**src/rtl/seg_monitor_pkg.sv**
```systemverilog
// Shared definitions for the seven-segment display monitor: segment codes,
// FSM state encoding, decoded-digit record and the segment decode function.
package seg_monitor_pkg;

  // Active-low segment patterns, bit order {a,b,c,d,e,f,g}.
  localparam logic [6:0] SEG_0     = 7'b0000001;
  localparam logic [6:0] SEG_1     = 7'b1001111;
  localparam logic [6:0] SEG_2     = 7'b0010010;
  localparam logic [6:0] SEG_3     = 7'b0000110;
  localparam logic [6:0] SEG_4     = 7'b1001100;
  localparam logic [6:0] SEG_5     = 7'b0100100;
  localparam logic [6:0] SEG_6     = 7'b0100000;
  localparam logic [6:0] SEG_7     = 7'b0001111;
  localparam logic [6:0] SEG_8     = 7'b0000000;
  localparam logic [6:0] SEG_9     = 7'b0000100;
  localparam logic [6:0] SEG_A     = 7'b0001000;
  localparam logic [6:0] SEG_B     = 7'b1100000;
  localparam logic [6:0] SEG_C     = 7'b0110001;
  localparam logic [6:0] SEG_D     = 7'b1000010;
  localparam logic [6:0] SEG_E     = 7'b0110000;
  localparam logic [6:0] SEG_F     = 7'b0111000;
  localparam logic [6:0] SEG_BLANK = 7'b1111111;

  // Stability FSM: TRACK waits for a steady pair, HOLD waits for it to change.
  typedef logic [0:0] state_t;
  localparam state_t ST_TRACK = 1'b0;
  localparam state_t ST_HOLD  = 1'b1;

  // One decoded digit: hex value plus a flag telling whether the pattern was legal.
  typedef struct packed {
    logic       valid;
    logic [3:0] value;
  } seg_dec_t;

  // Map a segment pattern to its hex digit; anything not in the table is invalid.
  function automatic seg_dec_t seg_decode(input logic [6:0] seg);
    seg_dec_t dec;
    dec.valid = 1'b1;
    dec.value = 4'h0;
    case (seg)
      SEG_0:   dec.value = 4'h0;
      SEG_1:   dec.value = 4'h1;
      SEG_2:   dec.value = 4'h2;
      SEG_3:   dec.value = 4'h3;
      SEG_4:   dec.value = 4'h4;
      SEG_5:   dec.value = 4'h5;
      SEG_6:   dec.value = 4'h6;
      SEG_7:   dec.value = 4'h7;
      SEG_8:   dec.value = 4'h8;
      SEG_9:   dec.value = 4'h9;
      SEG_A:   dec.value = 4'hA;
      SEG_B:   dec.value = 4'hB;
      SEG_C:   dec.value = 4'hC;
      SEG_D:   dec.value = 4'hD;
      SEG_E:   dec.value = 4'hE;
      SEG_F:   dec.value = 4'hF;
      default: dec.valid = 1'b0;
    endcase
    return dec;
  endfunction

endpackage

```
**src/rtl/seg_fifo.sv**
```systemverilog
// First-word-fall-through FIFO. Pointers carry one extra bit so that full and
// empty are distinguishable; a push while full is accepted only if a pop
// frees the head slot on the same edge. rdata reads zero while empty.
module seg_fifo #(
  parameter int DEPTH = 4,
  parameter int WIDTH = 8
) (
  input  logic             clk,
  input  logic             clr,
  input  logic             push,
  input  logic             pop,
  input  logic [WIDTH-1:0] wdata,
  output logic [WIDTH-1:0] rdata,
  output logic             full,
  output logic             empty
);

  localparam int AW = $clog2(DEPTH);

  logic [AW:0]      wr_ptr_q, wr_ptr_d;
  logic [AW:0]      rd_ptr_q, rd_ptr_d;
  logic [WIDTH-1:0] mem_q [DEPTH];
  logic             do_push;
  logic             do_pop;

  // Status flags, accepted operations, next pointers and head read-out.
  // NOTE: every output of a combinational block gets a value on every path
  // (here by direct assignment, elsewhere by defaults at the top) so no latch is inferred.
  always_comb begin
    empty    = (wr_ptr_q == rd_ptr_q);
    full     = (wr_ptr_q[AW] != rd_ptr_q[AW]) &&
               (wr_ptr_q[AW-1:0] == rd_ptr_q[AW-1:0]);
    do_pop   = pop && !empty;
    do_push  = push && (!full || do_pop);
    wr_ptr_d = do_push ? wr_ptr_q + 1'b1 : wr_ptr_q;
    rd_ptr_d = do_pop  ? rd_ptr_q + 1'b1 : rd_ptr_q;
    rdata    = empty ? '0 : mem_q[rd_ptr_q[AW-1:0]];
  end

  // Pointer registers with synchronous active-low clear.
  // NOTE: sequential state is written with non-blocking assignments so every
  // flop samples pre-edge values regardless of block evaluation order.
  always_ff @(posedge clk) begin
    if (!clr) begin
      wr_ptr_q <= '0;
      rd_ptr_q <= '0;
    end else begin
      wr_ptr_q <= wr_ptr_d;
      rd_ptr_q <= rd_ptr_d;
    end
  end

  // Storage array write port.
  // NOTE: the array is deliberately not reset; the pointers alone decide which
  // entries are live, and leaving it unreset lets it map onto plain RAM.
  always_ff @(posedge clk) begin
    if (do_push) begin
      mem_q[wr_ptr_q[AW-1:0]] <= wdata;
    end
  end

endmodule

```
**src/rtl/seg_monitor.sv**
```systemverilog
// Seven-segment display monitor: samples a two-digit display, waits until the
// pair has been steady for STABLE_CYCLES cycles, decodes it and queues each new
// distinct value. Illegal steady patterns raise a sticky err; commits lost to a
// full queue raise a sticky overflow.
module seg_monitor
  import seg_monitor_pkg::*;
#(
  parameter int STABLE_CYCLES = 4,
  parameter int FIFO_DEPTH    = 4
) (
  input  logic       clk,
  input  logic       clr,
  input  logic [6:0] num1,
  input  logic [6:0] num2,
  output logic [7:0] out_data,
  output logic       out_valid,
  input  logic       out_ready,
  output logic       err,
  output logic       overflow
);

  localparam logic [3:0] CNT_MAX = 4'(STABLE_CYCLES - 1);

  logic [13:0] s_q, s_d;
  logic [3:0]  cnt_q, cnt_d;
  state_t      state_q, state_d;
  logic [13:0] last_pair_q, last_pair_d;
  logic        last_valid_q, last_valid_d;
  logic        err_q, err_d;
  logic        overflow_q, overflow_d;

  logic [13:0] in_pair;
  logic        same;
  logic        commit;
  logic        pair_ok;
  logic        is_dup;
  logic        push;
  logic        pop;
  seg_dec_t    dec_hi;
  seg_dec_t    dec_lo;
  logic [7:0]  push_data;
  logic        fifo_full;
  logic        fifo_empty;

  // Sampler, stability counter, FSM and commit/decode decisions.
  always_comb begin
    in_pair      = {num1, num2};
    same         = (in_pair == s_q);
    s_d          = in_pair;
    state_d      = state_q;
    commit       = 1'b0;
    last_pair_d  = last_pair_q;
    last_valid_d = last_valid_q;

    if (!same) begin
      cnt_d = 4'd0;
    end else if (cnt_q == CNT_MAX) begin
      cnt_d = cnt_q;
    end else begin
      cnt_d = cnt_q + 4'd1;
    end

    case (state_q)
      ST_TRACK: begin
        if (cnt_q == CNT_MAX) begin
          commit = 1'b1;
          // A change arriving on the commit edge must not be swallowed by HOLD,
          // so stay in TRACK and start counting the new pair immediately.
          state_d = same ? ST_HOLD : ST_TRACK;
        end
      end
      ST_HOLD: begin
        if (!same) state_d = ST_TRACK;
      end
      default: state_d = ST_TRACK;
    endcase

    dec_hi    = seg_decode(s_q[13:7]);
    dec_lo    = seg_decode(s_q[6:0]);
    pair_ok   = dec_hi.valid && dec_lo.valid;
    is_dup    = last_valid_q && (s_q == last_pair_q);
    push      = commit && pair_ok && !is_dup;
    push_data = {dec_hi.value, dec_lo.value};

    if (push) begin
      last_pair_d  = s_q;
      last_valid_d = 1'b1;
    end

    pop        = out_valid && out_ready;
    err_d      = err_q | (commit && !pair_ok);
    overflow_d = overflow_q | (push && fifo_full && !pop);
  end

  // State registers; clr=0 returns everything to the idle TRACK state.
  always_ff @(posedge clk) begin
    if (!clr) begin
      s_q          <= {SEG_BLANK, SEG_BLANK};
      cnt_q        <= 4'd0;
      state_q      <= ST_TRACK;
      last_pair_q  <= {SEG_BLANK, SEG_BLANK};
      last_valid_q <= 1'b0;
      err_q        <= 1'b0;
      overflow_q   <= 1'b0;
    end else begin
      s_q          <= s_d;
      cnt_q        <= cnt_d;
      state_q      <= state_d;
      last_pair_q  <= last_pair_d;
      last_valid_q <= last_valid_d;
      err_q        <= err_d;
      overflow_q   <= overflow_d;
    end
  end

  seg_fifo #(
    .DEPTH (FIFO_DEPTH),
    .WIDTH (8)
  ) u_fifo (
    .clk   (clk),
    .clr   (clr),
    .push  (push),
    .pop   (pop),
    .wdata (push_data),
    .rdata (out_data),
    .full  (fifo_full),
    .empty (fifo_empty)
  );

  assign out_valid = !fifo_empty;
  assign err       = err_q;
  assign overflow  = overflow_q;

endmodule

```
**config.mk**
```make
export PLATFORM = sky130hd
export DESIGN_NAME = seg_monitor
export DESIGN_NICKNAME = d
export VERILOG_FILES = /design/src/rtl/seg_monitor_pkg.sv /design/src/rtl/seg_fifo.sv /design/src/rtl/seg_monitor.sv
export SDC_FILE = /design/constraint.sdc
export NUM_CORES = 1
export LEC_CHECK = 0
export CAP_MARGIN = 20
export CORE_MARGIN = 5
export CORE_UTILIZATION = 56
export CTS_CLUSTER_DIAMETER = 100
export DETAILED_ROUTE_END_ITERATION = 16
export GPL_TIMING_DRIVEN = 0
export MAX_ROUTING_LAYER = met4
export PLACE_DENSITY = 0.8
export SETUP_SLACK_MARGIN = 0.1
export SLEW_MARGIN = 10
export SYNTH_ARGS = -nofsm -noshare
export SYNTH_HDL_FRONTEND = slang
export SYNTH_SLANG_ARGS = --single-unit
```
**constraint.sdc**
```tcl
create_clock -name clk -period 3.6 [get_ports clk]
set_input_delay 0.54 -clock clk [delete_from_list [all_inputs] [get_ports clk]]
set_output_delay 0.54 -clock clk [all_outputs]
set_load 0.05 [all_outputs]
```
==> results of run 1 <==
per-stage QoR:
step	util, %	hold slack (ps)	cells	worst slack (ps)
2_1_floorplan	-	431	358	936
3_3_place_gp	63.5	439	481	432
5_1_grt	66.7	490	498	258
3_5_place_dp	63.5	444	481	390
6_report	66.7	450	498	427
4_1_cts	66.6	456	497	364
worst min-delay path, delay by kind of cell, from the launching register on:
kind / cells / cell delay, ps
buffers and inverters: 1 / 50
flip-flops: 1 / 320
AO/OA/AOI/OAI: 1 / 40
kinds of logic after synthesis:
group,count (synthesis)
AO/OA/AOI/OAI,67
XOR/XNOR,39
adder cells (fa/ha/maj),6
buffers and inverters,40
flip-flops,76
multiplexers,14
AND/OR/NAND/NOR,116
power breakdown:
group          switching [mW]  leakage, nW  internal, mW  total, mW
clock network           0.315        0.106         0.359      0.674
registers             0.00477        0.729         0.899      0.903
logic                  0.0784        0.782        0.0592      0.138
cell usage after synthesis, drive strengths merged, types with 4 or more instances:
cell,count,area [sq um]
a211o,15,131
a21oi,8,40.0
and2,11,68.8
buf,25,154
clkbuf,9,33.8
dfxtp,44,881
edfxtp,32,961
ha,6,75.1
inv,6,22.5
mux2i,5,50.1
mux4,8,180
nand2,14,52.6
nand2b,18,113
nand3,7,35.0
nand3b,4,30.0
nand4,6,37.5
nor2,20,75.1
nor3,6,40.0
nor3b,4,30.0
nor4,7,50.1
o21ai,7,35.0
o31a,14,123
xnor2,19,166
xor2,20,175
worst paths after layout:
check / start / slack (ps) / end / depth (start not counted)
setup / recovery: flop / 430 / out_data[5] / 4
hold / removal: err / 450 / err / 2
setup reg to reg: cnt_q[0] / 610 / u_fifo.mem_q[0][2] / 6
hold reg to reg: err / 450 / err / 2
layout by cell type (no fill, tap or decap), types with 3 or more instances in the layout:
master,instances
nor4_1,6
o21a_1,3
o31a_1,14
edfxtp_1,32
nor3_1,4
nand2b_1,18
mux2i_1,5
nor2_1,20
a211o_1,15
buf_2,18
xor2_1,20
o21ai_0,7
or3b_2,3
nor3b_1,4
dfxtp_1,44
buf_6,4
clkbuf_8,11
buf_4,3
nand3_1,7
mux4_2,8
nand3b_1,4
inv_1,6
ha_1,6
nand4_1,6
clkdlybuf4s50_1,27
clkbuf_1,9
and2_1,11
xnor2_1,19
a21oi_1,8
nand2_1,14
cell type report:
class                           count  area, sq um
Fill cell                         554         2270
Tap cell                           96          120
Clock inverter                      5         60.1
Sequential cell                    76         1840
Inverter                            6         22.5
Buffer                             34          188
Timing Repair Buffer               28          278
Clock buffer                       11          151
Multi-Input combinational cell    242         1900
registers in the layout, indices dropped and copies added (netlist names), named ones only:
| signal | flops |
|---|---|
| u_fifo.rd_ptr_q | 3 |
| overflow | 1 |
| last_valid_q | 1 |
| u_fifo.wr_ptr_q | 3 |
| u_fifo.mem_q | 32 |
| s_q | 14 |
| err | 1 |
| last_pair_q | 14 |
| state_q | 1 |
| cnt_q | 4 |
routing by layer:
metal  wire length (um)  global-route usage, %  up-vias  part of all wire (%)
met4                132                   6.86        0                   1.6
li1                   -                      -     1396                     -
met1               3490                   25.5     1378                    44
met5                  0                      -        -                     0
met2               3900                   32.9      101                    49
met3                482                   3.04       13                   6.0
==> out/qor.tcl, run 1 <==
set qor(run_status) {completed}
set qor(drc) 0
set qor(syn_area_sq_um) 3950
set qor(post_synth_xor_area_fraction_pct) 8.65
set qor(grt_util_all_layers_pct) 20.1
set qor(grt_overflow) 0
set qor(grt_pass1_vias) 2826
set qor(max_cap_viol_count) 0
set qor(fraction_of_the_mapped_netlist_area_in_compound_gates_pct) 13.8
set qor(vias_per_cell) 5.80
set qor(postRouteAntennaNets) 0
set qor(finalHoldViolCount) 0
set qor(share_of_final_layout_standard_cells_stronger_than_drive_strength_1_pct) 15.4
set qor(postSynthRegisterBits) 76
set qor(synth_cell_types) 58
set qor(antenna_found_initial) 0
set qor(post_synth_fa_ha_maj_area_fraction_pct) 1.90
set qor(std_cell_rows) 30
set qor(cts-resized-gates) 0
set qor(postSynthAreaPerCell_sq_um) 11.0
set qor(slew_worst_pin_ps) 868
set qor(synth.yosys.seq_area_share_pct) 46.6
set qor(cp_cell_sequence) {clkbuf_1 > mux4_2 > and2_1 > clkdlybuf4s50_1}
set qor(postSynthCellCount) 358
set qor(max-slew-margin-rel_pct) 41.4
set qor(post_cts_hold_buffer_count) 0
set qor(synth-edff-count) 32
set qor(clock_tree_from_tritoncts) {yes}
set qor(worst-path-buf-inv) 2
set qor(htree_num_levels) 3
set qor(setup_violations) 0
set qor(ports) 28
set qor(critPathMaxFanout) 8
set qor(die_height_um) 94.0
set qor(totalNegativeSetupSlack_ps) 0
set qor(clk_pin_slew_ps) 80
set qor(initial_drc_count) 158
set qor(skew_ps) 9.61
set qor(grt_max_degree) 14
set qor(synth.net_count) 381
set qor(yosys.area_share.simple_pct) 17.6
set qor(dp_hpwl_um) 5790
set qor(tritoncts.num_buffers) 9
set qor(start_kind) {flop}
set qor(grt_first_pass_wirelength_um) 13400
set qor(placed_area_sq_um) 4340
set qor(timing_max_transition_violations_final) 0
set qor(period_share_pct) 88.1
set qor(initial_utilization_pct) 57.8
set qor(synth-async-reset-ratio_pct) 0
set qor(ys_flop_type) {dfxtp_1}
set qor(final.min_clock_period_ps) 3170
set qor(crit_path_top_delay_cell) {clkdlybuf4s50_1}
set qor(power.ir.vdd_worst_mv) 0.272
set qor(ant_diodes) 0
set qor(final_cell_area_sq_um) 4560
set qor(routed_wirelength_um) 8010
set qor(cp_data_required_time_ps) 3060
set qor(hp-class) {reg2reg}
set qor(critical_path.top_delay_family) {buffers and inverters}
set qor(floorplan.die_area_sq_um) 8830
set qor(synth.mux.area_fraction_pct) 6.11
set qor(ctsLongestPathBuffers) 2
set qor(detailroute.via_count) 2888
set qor(die-width_um) 94.0
set qor(pwr_density_cell_nw_per_um2) 376
set qor(yosysWarnings) 0
set qor(routabilityCongestion) 0.931
set qor(power_mw) 1.72
set qor(cts_num_sinks) 76
set qor(achievable_clock_frequency_mhz) 315
set qor(cts_setup_buffers) 0
set qor(signal_arrival_time_at_the_worst_endpoint_ps) 2630
set qor(clock_insertion_delay_worst_skew_ps) 350
set qor(p_leak_nw) 1.62
set qor(finish.net_count) 420
set qor(critical_path.max_stage_delay_ps) 690
set qor(areaGrowthSynthToFinish_pct) 15.4
set qor(path_class) {reg2out}
set qor(portBuffers) 27
set qor(rsz_0062_raised_after_global_routing) {false}
set qor(routedWlPerCell_um) 16.1
set qor(drtPass1Iterations) 5
set qor(critPathCaptureType) {primary output}
set qor(largest_family_of_logic_cells_by_synthesized_area) {simple AND/OR/NAND/NOR gates}
set qor(floorplan.core_area_sq_um) 6830
set qor(clock-root-buffer) {clkbuf_8}
Power figures use the tool's default switching activity.
==> run 2, diff against run 1 <==
--- a/config.mk
+++ b/config.mk
@@ -6,10 +6,11 @@
 export NUM_CORES = 1
 export LEC_CHECK = 0
 export CAP_MARGIN = 20
-export CORE_MARGIN = 5
+export CORE_MARGIN = 4
 export CORE_UTILIZATION = 56
 export CTS_CLUSTER_DIAMETER = 100
 export DETAILED_ROUTE_END_ITERATION = 16
+export GPL_ROUTABILITY_DRIVEN = 0
 export GPL_TIMING_DRIVEN = 0
 export MAX_ROUTING_LAYER = met4
 export PLACE_DENSITY = 0.8
==> out/qor.tcl, run 2 (synthesized netlist as in run 1, its figures left out) <==
set qor(run_status) {completed}
set qor(pwr_density_cell_nw_per_um2) 354 ;# -5.9%
set qor(reg2reg_depth) 6 ;# unchanged
set qor(hold_path_end) {err}
set qor(reg2reg_setup_slack_ps) 600 ;# about the same
set qor(finish.net_count) 420 ;# unchanged
set qor(mostFrequentLayoutCell) {dfxtp_1}
set qor(fin_cells) 498 ;# unchanged
set qor(grt_pass1_vias) 2702 ;# -4.4%
set qor(initial_utilization_pct) 57.8 ;# unchanged
set qor(drtPass1Iterations) 4 ;# -1
set qor(power.ir.vdd_worst_mv) 0.216 ;# -21%
set qor(max-slew-margin-rel_pct) 33.2 ;# -8.2 points
set qor(hold_path_startpoint) {err}
set qor(final.min_clock_period_ps) 3180 ;# +7.53 ps
set qor(multi_input_area_sq_um) 1900 ;# unchanged
set qor(areaGrowthSynthToFinish_pct) 14.1
set qor(grt_first_pass_wirelength_um) 13400 ;# +0.16%
set qor(timing.final.ws_setup_ps) 419 ;# -7.53 ps
set qor(max_reg_flops) 32 ;# unchanged
set qor(worstReg2RegEnd) {u_fifo.mem_q[2][5]}
set qor(critPathCaptureType) {primary output}
set qor(postRouteAntennaNets) 0 ;# unchanged
set qor(clock-root-buffer) {clkbuf_8}
set qor(detailroute.via_count) 2896 ;# +0.28%
set qor(signal_arrival_time_at_the_worst_endpoint_ps) 2640 ;# about the same
set qor(clock_tree_from_tritoncts) {yes}
set qor(totalNegativeSetupSlack_ps) 0 ;# unchanged
set qor(ant_diodes) 0 ;# unchanged
set qor(floorplan.core_area_sq_um) 6830 ;# unchanged
set qor(timing_max_transition_violations_final) 0 ;# unchanged
set qor(drc) 0 ;# unchanged
set qor(grt_overflow) 0 ;# unchanged
set qor(path_class) {reg2out}
set qor(floorplan.die_area_sq_um) 8460 ;# -4.2%
set qor(slew_worst_pin_ps) 989 ;# +122 ps
set qor(cts_num_sinks) 76 ;# unchanged
set qor(start_kind) {flop}
set qor(vias_per_cell) 5.82 ;# +0.28%
set qor(portBuffers) 27 ;# unchanged
set qor(share_of_final_layout_standard_cells_stronger_than_drive_strength_1_pct) 14.7 ;# -0.75 points
set qor(htree_num_levels) 3 ;# unchanged
set qor(cts_setup_buffers) 0 ;# unchanged
set qor(grt_max_degree) 13 ;# -1
set qor(most-common-layout-cells) {dfxtp_1 (44), edfxtp_1 (32), clkdlybuf4s50_1 (27), nor2_1 (20), xor2_1 (20)}
set qor(holdPathStages) 2 ;# unchanged
set qor(crit-reg2reg-launch) {cnt_q[0]}
set qor(routedWlPerCell_um) 16.4 ;# +2.1%
set qor(post-place-cells) 481 ;# unchanged
set qor(final-seq-area_sq_um) 1840 ;# unchanged
set qor(fill_cells) 563 ;# +1.6%
set qor(period_share_pct) 88.4 ;# +0.21 points
set qor(routed_wirelength_um) 8180 ;# +2.1%
set qor(ctsLongestPathBuffers) 2 ;# unchanged
set qor(dpl_worst_slack_ps) 357 ;# -33.4 ps
set qor(hp-class) {reg2reg}
set qor(p_leak_nw) 1.59 ;# -1.8%
set qor(grt_util_all_layers_pct) 20.6 ;# +0.52 points
set qor(die_height_um) 92.0 ;# -2.1%
set qor(initial_drc_count) 151 ;# -4.4%
set qor(rsz_0062_raised_after_global_routing) {false}
set qor(std_cell_rows) 30 ;# unchanged
set qor(finalHoldViolCount) 0 ;# unchanged
set qor(tritoncts.num_buffers) 9 ;# unchanged
set qor(dp_hpwl_um) 5810 ;# +0.41%
set qor(achievable_clock_frequency_mhz) 314 ;# -0.24%
set qor(clk_pin_slew_ps) 80 ;# about the same
set qor(power_mw) 1.60 ;# -7.0%
set qor(post_cts_hold_buffer_count) 0 ;# unchanged
set qor(antenna_found_initial) 0 ;# unchanged
set qor(ports) 28 ;# unchanged
set qor(max_cap_viol_count) 0 ;# unchanged
set qor(cp_data_required_time_ps) 3060 ;# about the same
set qor(cts-resized-gates) 0 ;# unchanged
set qor(clock_insertion_delay_worst_skew_ps) 350 ;# about the same
set qor(critPathMaxFanout) 8 ;# unchanged
set qor(skew_ps) 10.9 ;# +1.24 ps
set qor(setup_violations) 0 ;# unchanged
set qor(die-width_um) 92.0 ;# -2.1%
-- run 2: cell count changes in the layout (fill, tap and decap cells not counted), sizes merged --
cell and delta:
bufinv -1, clkinvlp +1
-- run 2: worst max-delay path by stage --
| stage | start | endpoint | slack [ps] | depth (start not counted) |
|---|---|---|---|---|
| floorplan | cnt_q[0] | u_fifo.mem_q[3][0] | 940 | 5 |
| global placement | cnt_q[0] | u_fifo.mem_q[3][4] | 440 | 5 |
| detailed placement | cnt_q[0] | u_fifo.mem_q[3][4] | 360 | 5 |
| CTS | cnt_q[0] | u_fifo.mem_q[3][3] | 330 | 5 |
| global route | flop | out_data[7] | 250 | 4 |
| finish | flop | out_data[7] | 420 | 4 |
-- run 2: area by class of cell --
| type | count | share of cell area, % |
|---|---|---|
| tap | 96 | 2.66 |
| multi-input combinational | 242 | 42.1 |
| buffer | 34 | 4.16 |
| timing repair buffer | 28 | 6.16 |
| clock buffer | 11 | 2.91 |
| inverter | 6 | 0.500 |
| sequential | 76 | 40.9 |
| clock inverter | 5 | 0.638 |
-- run 2: metal layers --
layer / vias up / global-route usage, % / wire length [um]
met3: 14 / 3.36 / 439
met2: 95 / 31.9 / 3920
met4: 0 / 7.67 / 153
li1: 1393 / - / -
met1: 1394 / 27.4 / 3660
met5: - / - / 0
-- run 2: report_power, final --
part	switching [mW]	total (mW)	internal [mW]	leakage (nW)
registers	0.00461	0.903	0.899	0.729
clock network	0.307	0.553	0.246	0.0768
logic	0.0791	0.138	0.0592	0.782
total	0.391	1.60	1.20	1.59
-- run 2: worst max-delay path: stages, from the launching register on --
cell and delay (ps):
dfxtp_1 310, clkbuf_1 530, mux4_2 570, and2_1 180, clkdlybuf4s50_1 700
-- run 2: through the flow --
| stage | instance area, sq um | utilization (%) | hold WS (ps) |
|---|---|---|---|
| after floorplan | 3950 | - | 431 |
| after global placement | 4340 | 63.5 | 440 |
| after detailed placement | 4340 | 63.5 | 444 |
| after CTS | 4500 | 65.9 | 457 |
| after global routing | 4510 | 66.0 | 468 |
| final | 4510 | 66.0 | 453 |
==> run 3, diff against run 2 <==
--- a/config.mk
+++ b/config.mk
@@ -8,13 +8,13 @@
 export CAP_MARGIN = 20
 export CORE_MARGIN = 4
 export CORE_UTILIZATION = 56
-export CTS_CLUSTER_DIAMETER = 100
+export CTS_CLUSTER_DIAMETER = 60
 export DETAILED_ROUTE_END_ITERATION = 16
 export GPL_ROUTABILITY_DRIVEN = 0
 export GPL_TIMING_DRIVEN = 0
 export MAX_ROUTING_LAYER = met4
 export PLACE_DENSITY = 0.8
-export SETUP_SLACK_MARGIN = 0.1
+export SETUP_SLACK_MARGIN = 0.2
 export SLEW_MARGIN = 10
 export SYNTH_ARGS = -nofsm -noshare
 export SYNTH_HDL_FRONTEND = slang
==> results of run 3 <==
The final DEF is identical to that of run 2; final timing and power are the same.
